File: src/rtl/sub_pkg.sv
// -----------------------------------------------------------------------------
// sub_pkg
// Shared definitions for the nibble-serial subtractor:
//   - default operand width and nibble size
//   - FSM state encoding (IDLE / RUN / DONE)
// -----------------------------------------------------------------------------
package sub_pkg;

   localparam int WIDTH_DEF  = 16;
   localparam int NIBBLE_DEF = 4;

   typedef enum logic [1:0] {
      IDLE = 2'd0,
      RUN  = 2'd1,
      DONE = 2'd2
   } state_t;

endpackage : sub_pkg

File: src/rtl/rcs_4bit.sv
// -----------------------------------------------------------------------------
// rcs_4bit
// Combinational 4-bit ripple subtractor: diff = a - b - borrow_in.
// Implemented as a + ~b + ~borrow_in through a carry chain (borrow = ~carry).
// Ports:
//   a, b       : nibble operands
//   borrow_in  : borrow into bit 0
//   diff       : nibble result
//   borrow_out : borrow out of bit 3
//   carry_msb  : carry into bit 3 (used with carry-out for overflow)
// -----------------------------------------------------------------------------
module rcs_4bit
   import sub_pkg::*;
(
   input  logic [NIBBLE_DEF-1:0] a,
   input  logic [NIBBLE_DEF-1:0] b,
   input  logic                  borrow_in,
   output logic [NIBBLE_DEF-1:0] diff,
   output logic                  borrow_out,
   output logic                  carry_msb
);

   logic [NIBBLE_DEF:0]   carry_s;
   logic [NIBBLE_DEF-1:0] diff_s;
   logic [NIBBLE_DEF-1:0] nb_s;

   // Ripple carry chain over a + ~b with carry-in = ~borrow_in
   always_comb begin
      carry_s    = '0;
      diff_s     = '0;
      nb_s       = ~b;
      carry_s[0] = ~borrow_in;
      for (int i = 0; i < NIBBLE_DEF; i++) begin
         diff_s[i]    = a[i] ^ nb_s[i] ^ carry_s[i];
         carry_s[i+1] = (a[i] & nb_s[i]) | (carry_s[i] & (a[i] ^ nb_s[i]));
      end
   end

   assign diff       = diff_s;
   assign borrow_out = ~carry_s[NIBBLE_DEF];
   assign carry_msb  = carry_s[NIBBLE_DEF-1];

endmodule : rcs_4bit

File: src/rtl/serial_sub_16bit.sv
// -----------------------------------------------------------------------------
// serial_sub_16bit
// Nibble-serial subtractor: diff = a - b - borrow_in (mod 2^WIDTH), one
// nibble per clock, LSB first, through a single shared rcs_4bit.
// Ports:
//   clk, rst_n  : rising-edge clock, asynchronous active-low reset
//   start       : accepted in IDLE or DONE; latches a, b, borrow_in
//   a, b        : minuend / subtrahend
//   borrow_in   : borrow into the LSB nibble
//   busy        : high while nibbles are computed (RUN)
//   done        : one-cycle pulse, result valid (DONE)
//   diff        : result, held until the next accepted start
//   borrow_out  : unsigned borrow out of the MSB
//   overflow    : two's-complement overflow
// -----------------------------------------------------------------------------
module serial_sub_16bit
   import sub_pkg::*;
#(
   parameter int WIDTH  = WIDTH_DEF,
   parameter int NIBBLE = NIBBLE_DEF
)
(
   input  logic             clk,
   input  logic             rst_n,
   input  logic             start,
   input  logic [WIDTH-1:0] a,
   input  logic [WIDTH-1:0] b,
   input  logic             borrow_in,
   output logic             busy,
   output logic             done,
   output logic [WIDTH-1:0] diff,
   output logic             borrow_out,
   output logic             overflow
);

   localparam int NUM_NIB = WIDTH / NIBBLE;
   localparam int CNT_W   = (NUM_NIB > 1) ? $clog2(NUM_NIB) : 1;
   localparam logic [CNT_W-1:0] CNT_LAST = CNT_W'(NUM_NIB - 1);
   localparam logic [CNT_W-1:0] CNT_ONE  = CNT_W'(1);

   state_t           state_r;
   logic [CNT_W-1:0] cnt_r;
   logic [WIDTH-1:0] a_r;
   logic [WIDTH-1:0] b_r;
   logic             nb_r;      // borrow carried between nibbles

   logic [NIBBLE-1:0] a_nib_s;
   logic [NIBBLE-1:0] b_nib_s;
   logic [NIBBLE-1:0] d_nib_s;
   logic              bout_nib_s;
   logic              cmsb_nib_s;

   // Select the current nibble of the latched operands
   always_comb begin
      a_nib_s = a_r[cnt_r*NIBBLE +: NIBBLE];
      b_nib_s = b_r[cnt_r*NIBBLE +: NIBBLE];
   end

   rcs_4bit u_rcs (
      .a          (a_nib_s),
      .b          (b_nib_s),
      .borrow_in  (nb_r),
      .diff       (d_nib_s),
      .borrow_out (bout_nib_s),
      .carry_msb  (cmsb_nib_s)
   );

   // Control FSM with counter, operand/result registers and registered flags
   always_ff @(posedge clk or negedge rst_n) begin
      if (!rst_n) begin
         state_r    <= IDLE;
         cnt_r      <= '0;
         a_r        <= '0;
         b_r        <= '0;
         nb_r       <= 1'b0;
         busy       <= 1'b0;
         done       <= 1'b0;
         diff       <= '0;
         borrow_out <= 1'b0;
         overflow   <= 1'b0;
      end else begin
         case (state_r)
            IDLE, DONE: begin
               done <= 1'b0;
               if (start) begin
                  a_r     <= a;
                  b_r     <= b;
                  nb_r    <= borrow_in;
                  cnt_r   <= '0;
                  diff    <= '0;
                  busy    <= 1'b1;
                  state_r <= RUN;
               end else begin
                  busy    <= 1'b0;
                  state_r <= IDLE;
               end
            end
            RUN: begin
               diff[cnt_r*NIBBLE +: NIBBLE] <= d_nib_s;
               nb_r                         <= bout_nib_s;
               if (cnt_r == CNT_LAST) begin
                  // Overflow: carry into MSB differs from carry out of MSB
                  borrow_out <= bout_nib_s;
                  overflow   <= cmsb_nib_s ^ ~bout_nib_s;
                  busy       <= 1'b0;
                  done       <= 1'b1;
                  state_r    <= DONE;
               end else begin
                  cnt_r      <= cnt_r + CNT_ONE;
                  busy       <= 1'b1;
                  done       <= 1'b0;
                  state_r    <= RUN;
               end
            end
            default: begin
               busy    <= 1'b0;
               done    <= 1'b0;
               state_r <= IDLE;
            end
         endcase
      end
   end

endmodule : serial_sub_16bit
File: config.mk
export PLATFORM = sky130hd
export DESIGN_NAME = serial_sub_16bit
export DESIGN_NICKNAME = d
export VERILOG_FILES = /design/src/rtl/sub_pkg.sv /design/src/rtl/rcs_4bit.sv /design/src/rtl/serial_sub_16bit.sv
export SDC_FILE = /design/constraint.sdc
export NUM_CORES = 1
export LEC_CHECK = 0
export ABC_CLOCK_PERIOD_IN_PS = 6390
export BUFFER_PORTS_ARGS = -buffer_cell sky130_fd_sc_hd__buf_2
export CORE_MARGIN = 4
export CORE_UTILIZATION = 32
export CTS_CLUSTER_DIAMETER = 80
export DETAILED_ROUTE_END_ITERATION = 12
export SETUP_SLACK_MARGIN = 0.15
export SYNTH_ARGS = -nofsm -noshare
export SYNTH_HDL_FRONTEND = slang
export SYNTH_SLANG_ARGS = --single-unit
File: constraint.sdc
create_clock -name clk -period 6.39 [get_ports clk]
set_input_delay 1.278 -clock clk [delete_from_list [all_inputs] [get_ports clk]]
set_output_delay 1.278 -clock clk [all_outputs]
set_load 0.05 [all_outputs]
==> results.sh <==
export IMPL_dp_slack_ns=2.85
export IMPL_synth_fa_ha_area_share_pct=5.53
export IMPL_worstSkewPairLatency_ns=0.31
export IMPL_post_route_cells_drive_above_1_share_pct=24.1
export IMPL_ioPinCount=56
export IMPL_muxShareOfSynthArea_pct=8.00
export IMPL_vias=1870
export IMPL_ir_drop_mv=0.221
export IMPL_place_congestion=0.749
export IMPL_synth_top_area_share_pct=53.3
export IMPL_rsz0062_at_grt="false"
export IMPL_cap_viol_max_count=0
export IMPL_slowest_stage="dfrtp_1"
export IMPL_syn_nets=290
export IMPL_synth_seq_area_share_pct=53.3
export IMPL_fin_skew_ns=0.0132
export IMPL_yosysTopAreaCell="dfrtp_1"
export IMPL_crit_family="adder cells"
export IMPL_wl_um=5640
export IMPL_first_iter_violations=77
export IMPL_setup_ws_ns=2.84
export IMPL_fp_dieH_um=97.8
export IMPL_synth_ff_type="dfrtp_1"
export IMPL_criticalPathCategory="flop to flop"
export IMPL_final_nets=343
export IMPL_cpMostUsedCell="fa_1"
export IMPL_place_area_um2=2930
export IMPL_cts_clk_slew_worst_paths_ns=0.10
export IMPL_io_buffer_count=55
export IMPL_crit_path_start_kind="flop"
export IMPL_grt_ovfl_total=0
export IMPL_leakage_uw=0.00162
export IMPL_fp_coreArea_um2=7770
export IMPL_cts_root_buffer_cell="clkbuf_8"
export IMPL_slew_headroom_pct=47.3
export IMPL_routedWlPerCell_um=14.1
export IMPL_first_pass_iters=4
export IMPL_cts_htree_levels=2
export IMPL_tritoncts="yes"
export IMPL_synthXorXnorAreaFrac_pct=0.339
export IMPL_critPathLaunch="cnt_r[0]"
export IMPL_grtUsageTotal_pct=12.5
export IMPL_crit_buf_inv=2
export IMPL_status="finished clean"
export IMPL_grt_pass1_vias=1960
export IMPL_ctsHoldBuffers=0
export IMPL_tns_ns=0
export IMPL_via_per_inst=4.66
export IMPL_n_fill_cell=837
export IMPL_cp_max_fo=18
export IMPL_worstPathCellList="mux4_1, fa_1, inv_1, fa_1, inv_1, fa_1, fa_1, nor3b_1, a21oi_1, o21ai_0"
export IMPL_fin_area_um2=3030
export IMPL_postCtsSetupBuffers=0
export IMPL_n_antenna_cell=0
export IMPL_grt_max_degree=56
export IMPL_synth_area_top_cells="dfrtp_1 (53%), nand2_1 (15%), mux4_1 (7.1%), a22o_1 (4.1%), fa_1 (3.1%)"
export IMPL_cts_resized=0
export IMPL_dp_hpwl_um=4120
export IMPL_pwr_density_cell_nw_per_um2=592
export IMPL_ys_types=32
export IMPL_dieWidth_um=97.8
export IMPL_synth_simple_area_share_pct=21.0
export IMPL_cp_required_ns=6.62
export IMPL_initial_core_util_pct=33.2
export IMPL_synth_top_family_by_area="simple AND/OR/NAND/NOR gates"
export IMPL_ant_nets=0
export IMPL_period_needed_ns=3.55
export IMPL_drv_slew=0
export IMPL_arrival_ns=3.78
export IMPL_yosysWarnings=0
export IMPL_synth_area_um2=2580
export IMPL_max_freq_mhz=282
export IMPL_area_delta_synth_final_pct=17.3
export IMPL_final_setup_viol_count=0
export IMPL_clockBufferDepth=2
export IMPL_dieArea_um2=9560
export IMPL_syn_avg_cell_area_um2=10.5
export IMPL_synth_edff_count=0
export IMPL_grt_pass1_wl_um=9530
export IMPL_hp_start="a_r[4]"
export IMPL_ys_ff_latch=55
export IMPL_cp_end_kind="flop"
export IMPL_r2r_start="cnt_r[0]"
export IMPL_async_flop_share_pct=100
export IMPL_slowest_delay_ns=0.87
export IMPL_post_route_drc_count=0
export IMPL_tightest_slew_ns=0.790
export IMPL_finalHoldViolations=0
export IMPL_num_rows=32
export IMPL_cts_sinks=55
export IMPL_antenna_found_initial=0
export IMPL_min_path_type="flop to flop"
export IMPL_min_period_over_period_pct=55.6
export IMPL_synth_cells=245
export IMPL_synth_compound_area_share_pct=7.08
export IMPL_cts_made_buffers=5
[cell families after synthesis]
kind of cell	Yosys count
fa+ha+maj	9
flops	55
xor+xnor	1
mux	8
buf+inv	24
compound gates	26
simple gates	122
[placed cells by master, fill, tap and decap left out, drive strengths merged, types with 4 or more instances in the layout]
| cell | count |
|---|---|
| inv | 12 |
| o21ai | 7 |
| a22o | 12 |
| nand3 | 4 |
| nand3b | 4 |
| fa | 4 |
| nand2 | 102 |
| nor2 | 4 |
| ha | 5 |
| mux4 | 8 |
| clkbuf | 7 |
| dfrtp | 55 |
| buf | 58 |
[layout make-up]
cell class	count	area (µm²)	area share (%)
Clock inverter	1	8.76	0.289
Timing Repair Buffer	58	298	9.84
Inverter	12	45.0	1.49
Clock buffer	7	86.3	2.85
Tap cell	102	128	4.22
Sequential cell	55	1380	45.5
Multi-Input combinational cell	166	1080	35.8
[flip-flops by register name, indices dropped and copies added (netlist names)]
register,count
state_r,1
b_r,16
done,1
overflow,1
diff,16
nb_r,1
borrow_out,1
a_r,16
cnt_r,2
[layer usage]
| metal | part of all wire [%] | vias up | global-route usage [%] | routed length (µm) |
|---|---|---|---|---|
| met5 | 0 | - | 0 | 0 |
| met4 | 1.2 | 0 | 3.51 | 69 |
| met3 | 5.4 | 5 | 3.50 | 307 |
| met2 | 45 | 51 | 19.9 | 2550 |
| met1 | 48 | 896 | 16.7 | 2700 |
| li1 | - | 918 | - | - |
[cells in the mapped netlist, types with 3 or more instances]
cell type    n
mux4_1       7
nand3_1      4
fa_1         4
ha_1         5
nand2_1    102
inv_1       11
a31oi_1      3
nand3b_1     3
nor2_1       4
dfrtp_1     55
o21ai_0      6
a22o_1      12
a21oi_1      3
buf_2        8
[per-stage QoR]
stage | instances | hold WS, ns | power (µW) | utilization [%]
final | 401 | 0.475 | 1790 | 39.0
after global routing | 401 | 0.504 | 1950 | 39.0
after CTS | 401 | 0.482 | 1820 | 39.0
after detailed placement | 393 | 0.457 | 1620 | 37.7
after global placement | 393 | 0.454 | 1590 | 37.7
after floorplan | 245 | 0.437 | 1360 | -
[worst register-to-register path, delay by kind of cell, from the launching register on]
| kind | cells | cell delay, ns |
|---|---|---|
| multiplexers | 1 | 0.68 |
| AND/OR/NAND/NOR | 1 | 0.21 |
| AO/OA/AOI/OAI | 2 | 0.15 |
| adder cells (fa/ha/maj) | 4 | 1.44 |
| buffers and inverters | 2 | 0.13 |
| flip-flops | 1 | 0.87 |
[worst paths after layout]
check | slack (ns) | end | cells after the start
min in group asynchronous | 1.09 | diff[13] | 2
max in group asynchronous | 4.85 | diff[15] | 2
worst min register to register | 0.47 | a_r[4] | 2
worst max register to register | 2.84 | nb_r | 10
worst max-delay path | 2.84 | nb_r | 10
worst min-delay path | 0.47 | a_r[4] | 2
[power by group]
part	leakage [µW]	total (µW)	internal [µW]	switching, µW
logic	0.000869	955	355	601
clock network	0.0000484	204	89.1	115
registers	0.000703	633	504	128
total	0.00162	1790	948	844
(Power assumes the default switching activity.)
